**config.mk**
```make
export PLATFORM = sky130hd
export DESIGN_NAME = axi_rd_arbiter_2m2s
export DESIGN_NICKNAME = d
export VERILOG_FILES = /design/src/rtl/axi_rd_arbiter_2m2s.sv
export SDC_FILE = /design/constraint.sdc
export NUM_CORES = 1
export LEC_CHECK = 0
export BUFFER_PORTS_ARGS = -buffer_cell sky130_fd_sc_hd__buf_2
export CAP_MARGIN = 20
export CORE_MARGIN = 4
export CORE_UTILIZATION = 57
export DETAILED_ROUTE_END_ITERATION = 12
export PLACE_DENSITY = 0.89
export SLEW_MARGIN = 20
export SYNTH_ARGS = -nofsm -noshare
export SYNTH_HDL_FRONTEND = slang
export SYNTH_SLANG_ARGS = --single-unit
```
**constraint.sdc**
```tcl
create_clock -name clkk -period 3.2 [get_ports clkk]
set_input_delay 0.32 -clock clkk [delete_from_list [all_inputs] [get_ports clkk]]
set_output_delay 0.32 -clock clkk [all_outputs]
set_load 0.1 [all_outputs]
```
**src/rtl/axi_rd_arbiter_2m2s.sv**
```systemverilog
// axi_rd_arbiter_2m2s
//   Control plane for a shared 2-master x 2-slave AXI read interconnect.
//   It decodes each master's AR address against programmable slave windows,
//   arbitrates each slave round-robin, and drives the select lines and the
//   gated VALID/READY signals of the external AR/R datapath muxes.
//   Each master and each slave has at most one read outstanding.
//
// Ports
//   clkk, resett                  clock; asynchronous active-low reset
//   slaveN_addr1/slaveN_addr2     inclusive address window of slave N
//   Mm_ARVALID/Mm_ARADDR          master AR request
//   Sn_ARREADY                    slave AR ready
//   Sn_RVALID/Sn_RLAST            slave R beat valid / last beat
//   Mm_RREADY                     master R ready
//   Sn_ARVALID, Sn_ar_sel         gated AR valid and AR mux select (0=M0, 1=M1)
//   Mm_ARREADY                    gated AR ready to the master
//   Mm_r_sel, Mm_RVALID           R mux select (0=S0, 1=S1) and gated R valid
//   Sn_RREADY                     gated R ready to the slave
//   Mm_decerr                     one-cycle pulse: unmapped request dropped
//   dbg_state                     {drop1, drop0, slave1 state, slave0 state}
//
// Handshake: a transfer happens on a cycle where VALID and READY are both 1
// at the rising clock edge. The gated signals simply forward the owner's
// VALID/READY, so the handshake seen by each end is exactly that of the other.
module axi_rd_arbiter_2m2s #(
  parameter int AW               = 32,
  parameter int NUM_SLAVES_FIXED = 2
) (
  input  logic                            clkk,
  input  logic                            resett,
  input  logic [AW-1:0]                   slave0_addr1,
  input  logic [AW-1:0]                   slave0_addr2,
  input  logic [AW-1:0]                   slave1_addr1,
  input  logic [AW-1:0]                   slave1_addr2,
  input  logic                            M0_ARVALID,
  input  logic                            M1_ARVALID,
  input  logic [AW-1:0]                   M0_ARADDR,
  input  logic [AW-1:0]                   M1_ARADDR,
  input  logic                            S0_ARREADY,
  input  logic                            S1_ARREADY,
  input  logic                            S0_RVALID,
  input  logic                            S1_RVALID,
  input  logic                            S0_RLAST,
  input  logic                            S1_RLAST,
  input  logic                            M0_RREADY,
  input  logic                            M1_RREADY,
  output logic                            S0_ARVALID,
  output logic                            S1_ARVALID,
  output logic                            S0_ar_sel,
  output logic                            S1_ar_sel,
  output logic                            M0_ARREADY,
  output logic                            M1_ARREADY,
  output logic                            M0_r_sel,
  output logic                            M1_r_sel,
  output logic                            M0_RVALID,
  output logic                            M1_RVALID,
  output logic                            S0_RREADY,
  output logic                            S1_RREADY,
  output logic                            M0_decerr,
  output logic                            M1_decerr,
  output logic [3*NUM_SLAVES_FIXED-1:0]   dbg_state
);

  typedef enum logic [1:0] {S_IDLE = 2'd0, S_ADDR = 2'd1, S_DATA = 2'd2} slv_state_t;
  typedef enum logic       {D_IDLE = 1'b0, D_DROP = 1'b1} drop_state_t;

  // Bit m of these vectors belongs to master m, bit x to slave x.
  logic [1:0]      arvalid, rready, s_arready, s_rvalid, s_rlast;
  logic [AW-1:0]   araddr [2];
  logic [1:0]      hit0, hit1, unmapped, busy;
  logic [1:0][1:0] tgt;    // tgt[x][m]: master m decodes to slave x
  logic [1:0][1:0] req;    // req[x][m]: master m may be granted slave x now

  slv_state_t      st [2];
  slv_state_t      st_nxt [2];
  logic [1:0]      own, own_nxt, ptr, ptr_nxt;
  drop_state_t     drop [2];
  drop_state_t     drop_nxt [2];

  logic [1:0]      o_s_arvalid, o_s_ar_sel, o_m_arready, o_m_r_sel, o_m_rvalid, o_s_rready;

  assign arvalid   = {M1_ARVALID, M0_ARVALID};
  assign rready    = {M1_RREADY, M0_RREADY};
  assign s_arready = {S1_ARREADY, S0_ARREADY};
  assign s_rvalid  = {S1_RVALID, S0_RVALID};
  assign s_rlast   = {S1_RLAST, S0_RLAST};
  assign araddr[0] = M0_ARADDR;
  assign araddr[1] = M1_ARADDR;

  // Address decode; S0 takes priority where the two windows overlap.
  always_comb begin
    hit0     = '0;
    hit1     = '0;
    tgt      = '0;
    unmapped = '0;
    for (int m = 0; m < 2; m++) begin
      hit0[m]     = (araddr[m] >= slave0_addr1) && (araddr[m] <= slave0_addr2);
      hit1[m]     = (araddr[m] >= slave1_addr1) && (araddr[m] <= slave1_addr2);
      tgt[0][m]   = hit0[m];
      tgt[1][m]   = ~hit0[m] & hit1[m];
      unmapped[m] = ~hit0[m] & ~hit1[m];
    end
  end

  // A master owning any slave (address or data phase) cannot be granted again.
  always_comb begin
    busy = '0;
    for (int x = 0; x < 2; x++) begin
      if (st[x] != S_IDLE) busy[own[x]] = 1'b1;
    end
  end

  always_comb begin
    req     = '0;
    own_nxt = own;
    ptr_nxt = ptr;
    for (int x = 0; x < 2; x++) begin
      st_nxt[x] = st[x];
      req[x]    = arvalid & tgt[x] & ~busy;
      case (st[x])
        S_IDLE: begin
          if (req[x] == 2'b11) begin
            // Contested: the pointer wins and then hands priority over.
            own_nxt[x] = ptr[x];
            ptr_nxt[x] = ~ptr[x];
            st_nxt[x]  = S_ADDR;
          end else if (req[x] != 2'b00) begin
            own_nxt[x] = req[x][1];
            st_nxt[x]  = S_ADDR;
          end
        end
        // A master dropping ARVALID here simply keeps the slave in ADDR.
        S_ADDR: if (arvalid[own[x]] && s_arready[x]) st_nxt[x] = S_DATA;
        S_DATA: if (s_rvalid[x] && rready[own[x]] && s_rlast[x]) st_nxt[x] = S_IDLE;
        default: st_nxt[x] = S_IDLE;
      endcase
    end
    for (int m = 0; m < 2; m++) begin
      drop_nxt[m] = (drop[m] == D_IDLE && arvalid[m] && unmapped[m] && !busy[m])
                    ? D_DROP : D_IDLE;
    end
  end

  always_ff @(posedge clkk or negedge resett) begin
    if (!resett) begin
      for (int x = 0; x < 2; x++) begin
        st[x]   <= S_IDLE;
        drop[x] <= D_IDLE;
      end
      own <= '0;
      ptr <= '0;
    end else begin
      for (int x = 0; x < 2; x++) begin
        st[x]   <= st_nxt[x];
        drop[x] <= drop_nxt[x];
      end
      own <= own_nxt;
      ptr <= ptr_nxt;
    end
  end

  // Output steering. Everything defaults to 0 so an unowned slave or an
  // idle master sees no valid, no ready and select 0.
  always_comb begin
    o_s_arvalid = '0;
    o_s_ar_sel  = '0;
    o_m_arready = '0;
    o_m_r_sel   = '0;
    o_m_rvalid  = '0;
    o_s_rready  = '0;
    for (int x = 0; x < 2; x++) begin
      if (st[x] == S_ADDR) begin
        o_s_arvalid[x]      = arvalid[own[x]];
        o_s_ar_sel[x]       = own[x];
        o_m_arready[own[x]] = s_arready[x];
      end else if (st[x] == S_DATA) begin
        o_m_r_sel[own[x]]   = (x == 1);
        o_m_rvalid[own[x]]  = s_rvalid[x];
        o_s_rready[x]       = rready[own[x]];
      end
    end
    // The dropped request is completed locally with a single ARREADY pulse.
    for (int m = 0; m < 2; m++) begin
      if (drop[m] == D_DROP) o_m_arready[m] = 1'b1;
    end
  end

  assign S0_ARVALID = o_s_arvalid[0];
  assign S1_ARVALID = o_s_arvalid[1];
  assign S0_ar_sel  = o_s_ar_sel[0];
  assign S1_ar_sel  = o_s_ar_sel[1];
  assign M0_ARREADY = o_m_arready[0];
  assign M1_ARREADY = o_m_arready[1];
  assign M0_r_sel   = o_m_r_sel[0];
  assign M1_r_sel   = o_m_r_sel[1];
  assign M0_RVALID  = o_m_rvalid[0];
  assign M1_RVALID  = o_m_rvalid[1];
  assign S0_RREADY  = o_s_rready[0];
  assign S1_RREADY  = o_s_rready[1];
  assign M0_decerr  = (drop[0] == D_DROP);
  assign M1_decerr  = (drop[1] == D_DROP);
  assign dbg_state  = {drop[1], drop[0], st[1], st[0]};

endmodule

```
==> impl_metrics.env, run 1 <==
export IMPL_synth_seq_cells=10
export IMPL_synth_cell_types=62
export IMPL_antenna_found_initial=0
export IMPL_grt_pass1_vias=7297
export IMPL_p_per_area_nw_per_um2=319.3
export IMPL_setup_viol=0
export IMPL_initial_utilization_pct=59.31
export IMPL_max_cap_violations=0
export IMPL_nets=1526
export IMPL_grt_pass1_wl_um=33380
export IMPL_critPathLaunchType="primary input"
export IMPL_drive_gt1_share_pct=23.57
export IMPL_gr_total_overflow=0
export IMPL_worstSkewPairLatency_ps=240
export IMPL_post_cts_setup_buffers=0
export IMPL_gp_congestion=0.9742
export IMPL_drt_pass1_iter_count=7
export IMPL_rows=38
export IMPL_min_period_over_period_pct=78.34
export IMPL_postCtsResizedCells=0
export IMPL_path_clk_slew_ps=40
export IMPL_via_per_inst=6.017
export IMPL_utilization_pct=71.91
export IMPL_coreArea_um2=11080
export IMPL_ys_seq_area_share_pct=3.809
export IMPL_drt_total_wl_um=21050
export IMPL_placed_cells=1200
export IMPL_final_cell_mix="256 x ha_1, 223 x buf_2, 131 x inv_1, 87 x a21oi_1, 55 x nand2_1"
export IMPL_clock_path_buffers=2
export IMPL_synthFlopType="dfrtp_1"
export IMPL_ir_drop_uv=498.6
export IMPL_instances_no_fill=1205
export IMPL_hold_path_class="in2reg"
export IMPL_skew_ps=2.278
export IMPL_cts_sinks=10
export IMPL_path_class="in2reg"
export IMPL_synth_top_area_share_pct=48.75
export IMPL_synthArstFlopShare_pct=100.0
export IMPL_ant_nets=0
export IMPL_synth_nets=1300
export IMPL_outcome="completed"
export IMPL_finalSetupTns_ps=0
export IMPL_grt_max_degree=11
export IMPL_synth_cell_area_um2=6570
export IMPL_diodes=0
export IMPL_final_common_cell="ha_1"
export IMPL_avgSynthCellArea_um2=7.821
export IMPL_die_h_um=115.4
export IMPL_cp_max_fo=4
export IMPL_slew_violations=0
export IMPL_num_vias=7251
export IMPL_drt_initial_drc_count=419
export IMPL_die_area_um2=13310
export IMPL_track_usage_pct=30.61
export IMPL_yosys_warnings=0
export IMPL_drc=0
export IMPL_p_leak_nw=4.745
export IMPL_worst_slew_margin_rel_pct=57.76
export IMPL_cts_tree="yes"
export IMPL_critPathArrivalTime_ps=2670
export IMPL_h_tree_depth=1
export IMPL_rsz0062_at_grt="no"
export IMPL_dp_final_hpwl_um=18780
export IMPL_fmax_ghz=0.3989
export IMPL_area_growth_pct=21.25
export IMPL_io_buffers=223
export IMPL_end_kind="register"
export IMPL_layout_min_cycle_time_ps=2507
export IMPL_yosysTopAreaCell="ha_1"
export IMPL_syn_inst=840
export IMPL_drt_wirelength_per_cell_um=17.47
export IMPL_die_w_um=115.4
export IMPL_cts_inserted_buffers=3
export IMPL_holdWs_ps=405.1
export IMPL_synth_edf_count=0
export IMPL_root_buffer="clkbuf_16"
export IMPL_io_pins=224
export IMPL_hold_viol=0
export IMPL_crit_required_ps=3360
export IMPL_synth_area_leaders="ha_1 49%, inv_1 7.5%, a21oi_1 6.6%, nand4_1 4.2%, a21o_1 3.9%"
export IMPL_tightest_slew_ps=625.1
-- synth_stat cells (all sizes together), types with 8 or more instances --
cell type  count
ha           256
o211ai         8
a21oi         88
o21ai         34
inv          131
nor2b          9
a21o          37
nand4         44
a221o          8
nand3         29
dfrtp         10
nand2         55
nor3          13
a211oi        11
nor2          36
-- path summary, 6_finish.rpt --
path / endpoint / from / cells past startpoint / slack [ps]
max: ptr[1] / M1_ARADDR[6] / 10 / 690
max reg2reg: dbg_state[2] / own[1] / 5 / 1590
min in group asynchronous: dbg_state[1] / resett / 2 / 490
min: dbg_state[1] / S0_RLAST / 4 / 410
max in group asynchronous: dbg_state[2] / resett / 2 / 2490
min reg2reg: ptr[1] / ptr[1] / 1 / 490
-- kinds of logic (layout without fill, tap and decap cells) --
kind of cell	after synthesis	count (layout)	synth area share, %
buffers and inverters	134	359	7.770
flip-flops	10	10	3.809
XOR/XNOR	2	2	0.2667
AO/OA/AOI/OAI	222	222	22.02
multiplexers	4	4	0.6285
adder cells (fa/ha/maj)	256	256	48.75
AND/OR/NAND/NOR	212	212	16.76
-- flip-flops by register name (all words and copies together), names as in the netlist --
| register | flops |
|---|---|
| dbg_state | 4 |
| own | 2 |
| ptr | 2 |
| M0_decerr | 1 |
| M1_decerr | 1 |
-- worst max-delay path, cell delays in order --
cell	delay [ps]
buf_2	140
ha_1	290
a21o_1	200
a211oi_1	430
o31ai_1	200
a31oi_1	360
nor3_1	110
nand4bb_2	300
nor2_2	150
xor2_1	150
-- power breakdown --
| part | switching (W) | internal (W) | total [W] |
|---|---|---|---|
| sequential | 0.0000984 | 0.000185 | 0.000284 |
| clock | 0.0000634 | 0.000188 | 0.000252 |
| combinational | 0.00142 | 0.000592 | 0.00201 |
-- metrics by stage --
stage	area [um^2]	total power (W)	worst slack (ps)
2_1_floorplan	6595	0.001754	-106.4
3_3_place_gp	7868	0.002211	542.7
3_5_place_dp	7868	0.002258	505.2
4_1_cts	7966	0.002519	724.1
5_1_grt	7966	0.002717	511.4
6_report	7966	0.002544	693.2
-- cell type report --
type	instances	area (um^2)
Tap cell	140	175.2
Multi-Input combinational cell	696	5829
Timing Repair Buffer	224	1126
Sequential cell	10	255.2
Inverter	131	491.7
Fill cell	895	3112
Clock buffer	4	88.84
-- layer usage --
layer | vias up | GRT usage (%) | share of wire [%]
met5 | - | 0 | 0
li1 | 3593 | - | -
met2 | 370 | 55.94 | 49
met1 | 3230 | 37.77 | 40
met4 | 0 | 9.546 | 2.9
met3 | 58 | 2.684 | 7.9
-- what timing repair did --
item | 4_1_cts | 5_1_grt
hold endpoints to repair | 10 | 0
setup endpoints to repair | 0 | 0
hold buffers | 1 | 0
Power figures use the tool's default switching activity.
==> inputs of run 2 (changes only) <==
--- a/config.mk
+++ b/config.mk
@@ -8,9 +8,9 @@
 export BUFFER_PORTS_ARGS = -buffer_cell sky130_fd_sc_hd__buf_2
 export CAP_MARGIN = 20
 export CORE_MARGIN = 4
-export CORE_UTILIZATION = 57
+export CORE_UTILIZATION = 48
 export DETAILED_ROUTE_END_ITERATION = 12
-export PLACE_DENSITY = 0.89
+export PLACE_DENSITY = 0.8
 export SLEW_MARGIN = 20
 export SYNTH_ARGS = -nofsm -noshare
 export SYNTH_HDL_FRONTEND = slang
==> constraint.sdc (replaced) <==
create_clock -name clkk -period 2.05 [get_ports clkk]
set_input_delay 0.205 -clock clkk [delete_from_list [all_inputs] [get_ports clkk]]
set_output_delay 0.205 -clock clkk [all_outputs]
set_load 0.1 [all_outputs]
==> run 2 against run 1 <==
- the run now ends with negative setup slack left
- register-to-register slack got worse by 1600 ps
- die area increased by 17%
- worst setup slack got worse by 960 ps
- critical endpoint is now dbg_state[0]
==> impl_metrics.env, run 2 (synthesis results as in run 1) <==
export IMPL_outcome="finished, violations left"
export IMPL_failed_checks="negative setup slack"
export IMPL_place_ws_ps=-502.8
export IMPL_use_met1_pct=34.19
export IMPL_drt_initial_drc_count=589
export IMPL_path_class="in2reg"
export IMPL_min_period_over_period_pct=112.9
export IMPL_drt_wirelength_per_cell_um=21.49
export IMPL_slew_violations=0
export IMPL_dp_final_hpwl_um=21060
export IMPL_grt_pass1_wl_um=41140
export IMPL_antenna_found_initial=1
export IMPL_grt_pass1_vias=8707
export IMPL_p_per_area_nw_per_um2=481.8
export IMPL_die_w_um=125.0
export IMPL_cts_sinks=10
export IMPL_gr_total_overflow=0
export IMPL_rows=42
export IMPL_worstSkewPairLatency_ps=250
export IMPL_area_growth_pct=65.68
export IMPL_io_buffers=223
export IMPL_gp_congestion=0.8971
export IMPL_rr_endpoint="dbg_state[0]"
export IMPL_ant_nets=0
export IMPL_use_met3_pct=4.861
export IMPL_cts_inserted_buffers=3
export IMPL_drt_total_wl_um=30440
export IMPL_setup_worst_path_start="slave0_addr1[27]"
export IMPL_fillers=763
export IMPL_drive_gt1_share_pct=47.82
export IMPL_io_pins=224
export IMPL_layout_setup_ws_ps=-264.5
export IMPL_r2r_start="dbg_state[0]"
export IMPL_rrSetupSlack_ps=30
export IMPL_hold_viol=0
export IMPL_max_cap_violations=0
export IMPL_crit_required_ps=2170
export IMPL_hold_depth=4
export IMPL_coreArea_um2=13350
export IMPL_cts_tree="yes"
export IMPL_worst_slew_margin_rel_pct=55.55
export IMPL_via_per_inst=6.180
export IMPL_regArea_um2=262.8
export IMPL_die_h_um=125.0
export IMPL_nets=1700
export IMPL_cp_max_fo=4
export IMPL_ir_drop_uv=577.8
export IMPL_path_clk_slew_ps=40
export IMPL_skew_ps=8.609
export IMPL_final_common_cell="ha_1"
export IMPL_h_tree_depth=1
export IMPL_multi_input_area_um2=7154
export IMPL_initial_utilization_pct=49.22
export IMPL_hold_path_class="in2reg"
export IMPL_rsz0062_at_grt="yes"
export IMPL_layout_min_cycle_time_ps=2315
export IMPL_drt_pass1_iter_count=5
export IMPL_setup_viol=8
export IMPL_end_kind="register"
export IMPL_root_buffer="clkbuf_16"
export IMPL_finalSetupTns_ps=-1327
export IMPL_final_cell_mix="199 x ha_1, 193 x buf_2, 172 x buf_4, 97 x inv_1, 66 x a21oi_1"
export IMPL_drc=0
export IMPL_track_usage_pct=31.31
export IMPL_largest_reg_flops=4
export IMPL_worst_r2r_cell_count=6
export IMPL_die_area_um2=15620
export IMPL_p_leak_nw=5.733
export IMPL_cp_endpoint="dbg_state[0]"
export IMPL_critPathLaunchType="primary input"
export IMPL_holdWs_ps=273.7
export IMPL_grt_max_degree=11
export IMPL_busiest_layer="met2"
export IMPL_num_vias=8751
export IMPL_fmax_ghz=0.4321
export IMPL_use_met2_pct=57.96
export IMPL_critPathArrivalTime_ps=2430
export IMPL_clock_path_buffers=2
export IMPL_tightest_slew_ps=663.9
==> run 2: how the worst min path moves through the flow <==
stage	slack, ps	end	from
finish	270	dbg_state[1]	S0_RVALID
global placement	80	own[0]	resett
detailed placement	80	dbg_state[3]	resett
CTS	290	dbg_state[1]	S0_RLAST
floorplan	-90	M0_decerr	resett
global route	320	dbg_state[1]	S0_RLAST
==> run 2: report_power, final <==
part           switching (W)  internal [W]  leakage, nW  total (W)
clock network       0.000104      0.000254       0.0370   0.000358
registers           0.000159      0.000303        0.123   0.000462
logic                0.00283       0.00159         5.57    0.00442
==> run 2: metal layers <==
metal  vias up  part of all wire, %
met2       600                   49
met4         0                  8.0
met3       207                  7.6
met1      3992                   35
li1       3952                    -
met5         -                    0
==> run 2: final cells by class <==
| class | instances | share of cell area [%] |
|---|---|---|
| multi-input combinational | 696 | 65.72 |
| timing repair buffer | 398 | 24.26 |
| inverter | 131 | 4.839 |
| sequential | 10 | 2.414 |
| tap | 176 | 2.023 |
| clock buffer | 3 | 0.6897 |
| antenna | 2 | 0.04598 |
==> run 2: what timing repair did <==
item                                    4_1_cts  5_1_grt
pin swaps                                    40       64
resized for setup                           104      147
setup buffers                                 3       15
hold buffers                                  1        0
endpoints found under the setup margin        7       10
hold endpoints to repair                     10        0
==> run 2: worst max-delay path: stages <==
cell	delay [ps]
buf_2	90
inv_1	60
ha_1	320
and4_1	230
buf_4	140
a221oi_2	330
o21ai_2	120
a31oi_4	260
nor4_4	80
buf_6	180
o32ai_4	310
nor2_1	110
==> run 2: stage by stage <==
step,cells,util (%),power (W),cell area (um^2)
3_5_place_dp,1394,69.65,0.004042,9296
2_1_floorplan,840,-,0.002888,6778
3_3_place_gp,1394,69.65,0.003938,9296
4_1_cts,1401,74.85,0.004613,9991
5_1_grt,1416,81.55,0.005487,10890
6_report,1416,81.55,0.005244,10890
==> inputs of run 3 (changes only) <==
--- a/config.mk
+++ b/config.mk
@@ -5,11 +5,11 @@
 export SDC_FILE = /design/constraint.sdc
 export NUM_CORES = 1
 export LEC_CHECK = 0
-export BUFFER_PORTS_ARGS = -buffer_cell sky130_fd_sc_hd__buf_2
 export CAP_MARGIN = 20
 export CORE_MARGIN = 4
-export CORE_UTILIZATION = 48
+export CORE_UTILIZATION = 61
 export DETAILED_ROUTE_END_ITERATION = 12
+export DONT_BUFFER_PORTS = 1
 export PLACE_DENSITY = 0.8
 export SLEW_MARGIN = 20
 export SYNTH_ARGS = -nofsm -noshare
==> run 3 against run 2 <==
- the run still ends with negative setup slack left
- largest power group unchanged
- clock power is 41% lower
- register-to-register slack better by 140 ps
- combinational power is 22% lower
- critical path type unchanged
- critical endpoint is now ptr[0]
==> impl_metrics.env, run 3 (synthesis results as in run 1) <==
export IMPL_final_common_cell="ha_1"
export IMPL_nets=1415
export IMPL_max_cap_violations=0
export IMPL_critPathArrivalTime_ps=2320
export IMPL_worst_slew_margin_rel_pct=63.44
export IMPL_hold_viol=0
export IMPL_end_kind="register"
export IMPL_area_growth_pct=23.58
export IMPL_layout_min_cycle_time_ps=2200
export IMPL_grt_max_degree=11
export IMPL_drt_total_wl_um=22730
export IMPL_cts_tree="yes"
export IMPL_path_clk_slew_ps=50
export IMPL_drive_gt1_share_pct=20.57
export IMPL_drt_initial_drc_count=406
export IMPL_cts_sinks=10
export IMPL_fmax_ghz=0.4545
export IMPL_layout_setup_ws_ps=-150.1
export IMPL_drc=0
export IMPL_holdWs_ps=173.8
export IMPL_die_h_um=111.8
export IMPL_cp_max_fo=3
export IMPL_setup_viol=6
export IMPL_cts_inserted_buffers=3
export IMPL_root_buffer="clkbuf_8"
export IMPL_h_tree_depth=1
export IMPL_finalInstanceArea_um2=8119
export IMPL_diodes=0
export IMPL_drt_wirelength_per_cell_um=20.88
export IMPL_p_leak_nw=4.422
export IMPL_hold_path_class="in2reg"
export IMPL_slew_violations=0
export IMPL_largest_reg_flops=4
export IMPL_gr_total_overflow=0
export IMPL_die_w_um=111.8
export IMPL_clock_path_buffers=2
export IMPL_via_per_inst=6.499
export IMPL_track_usage_pct=34.21
export IMPL_tightest_slew_ps=553.0
export IMPL_dp_final_hpwl_um=19810
export IMPL_antenna_found_initial=0
export IMPL_drt_pass1_iter_count=7
export IMPL_ir_drop_uv=627.5
export IMPL_grt_pass1_vias=7601
export IMPL_failed_checks="negative setup slack"
export IMPL_regArea_um2=265.3
export IMPL_critPathLaunchType="primary input"
export IMPL_multi_input_area_um2=6254
export IMPL_worstSkewPairLatency_ps=240
export IMPL_min_period_over_period_pct=107.3
export IMPL_p_per_area_nw_per_um2=506.8
export IMPL_skew_ps=3.620
export IMPL_final_cell_mix="245 x ha_1, 123 x inv_1, 110 x buf_4, 83 x a21oi_1, 53 x nand2_1"
export IMPL_fillers=749
export IMPL_grt_pass1_wl_um=35600
export IMPL_rows=37
export IMPL_crit_required_ps=2170
export IMPL_coreArea_um2=10420
export IMPL_placed_area_um2=7775
export IMPL_initial_utilization_pct=63.08
export IMPL_rsz0062_at_grt="yes"
export IMPL_die_area_um2=12490
export IMPL_outcome="finished, violations left"
export IMPL_ant_nets=0
export IMPL_gp_congestion=0.9535
export IMPL_path_class="in2reg"
export IMPL_io_buffers=0
export IMPL_io_pins=224
export IMPL_num_vias=7077
[run 3: changes by cell type in the layout (fill, tap and decap cells not counted), sizes merged]
cell      delta
diode        -2
clkinvlp     +1
buf        -283
clkbuf       -2
inv          -1
[run 3: timing repair]
item / CTS / global route
hold buffers: 1 / 0
endpoints found under the setup margin: 7 / 8
pin swaps: 8 / 22
resized for setup: 24 / 22
hold endpoints to repair: 10 / 0
buffers inserted: 1 / 3
[run 3: layer usage]
layer	part of all wire [%]	global-route usage, %	wire length [um]	vias up
met1	37	36.60	8403	3270
met5	0	0	0	-
met3	8.1	6.467	1841	90
met2	50	64.75	11440	352
met4	4.6	14.76	1054	0
li1	-	-	-	3365
[run 3: worst paths after layout]
path                                  startpoint      endpoint  slack (ps)  cells after the start
min in group asynchronous                 resett  dbg_state[3]         360                      1
worst max-delay path            slave0_addr2[19]        ptr[0]        -150                     11
max in group asynchronous                 resett  dbg_state[2]        1310                      1
worst max register to register            own[1]  dbg_state[0]         170                      6
worst min-delay path                  S1_ARREADY  dbg_state[3]         170                      2
worst min register to register            ptr[1]        ptr[1]         500                      1
[run 3: cell type report]
cell class              instances  share of cell area (%)
repair buffers                113                   10.79
clock buffers                   3                  0.5086
well taps                     136                   2.096
flip-flops and latches         10                   3.267
inverters                     131                   6.318
multi-input cells             696                   77.02
[run 3: through the flow]
step / TNS (ps) / setup slack [ps] / cells / utilization (%) / power (W)
after floorplan: -690.8 / -406.5 / 840 / - / 0.002888
after detailed placement: -3185 / -501.3 / 1082 / 74.64 / 0.003716
after CTS: -10.64 / -5.553 / 1087 / 76.47 / 0.004001
after global routing: -1132 / -183.0 / 1089 / 77.95 / 0.004375
final: -680.3 / -150.1 / 1089 / 77.95 / 0.004115
after global placement: -2588 / -405.3 / 1082 / 74.64 / 0.003587
[run 3: power breakdown]
part | total (W) | internal [W] | switching, W | leakage [nW]
combinational | 0.00345 | 0.00116 | 0.00229 | 4.28
clock | 0.000210 | 0.000129 | 0.0000808 | 0.0216
sequential | 0.000452 | 0.000305 | 0.000147 | 0.120
total | 0.00411 | 0.00159 | 0.00252 | 4.42
[run 3: critical path: stages]
cell and delay, ps:
inv_1 100, ha_4 230, a21oi_1 180, o21ai_2 90
a221o_1 370, a2111o_1 460, a21oi_2 160, o21ai_2 120
nor2_4 180, nand2_2 90, xnor2_1 130
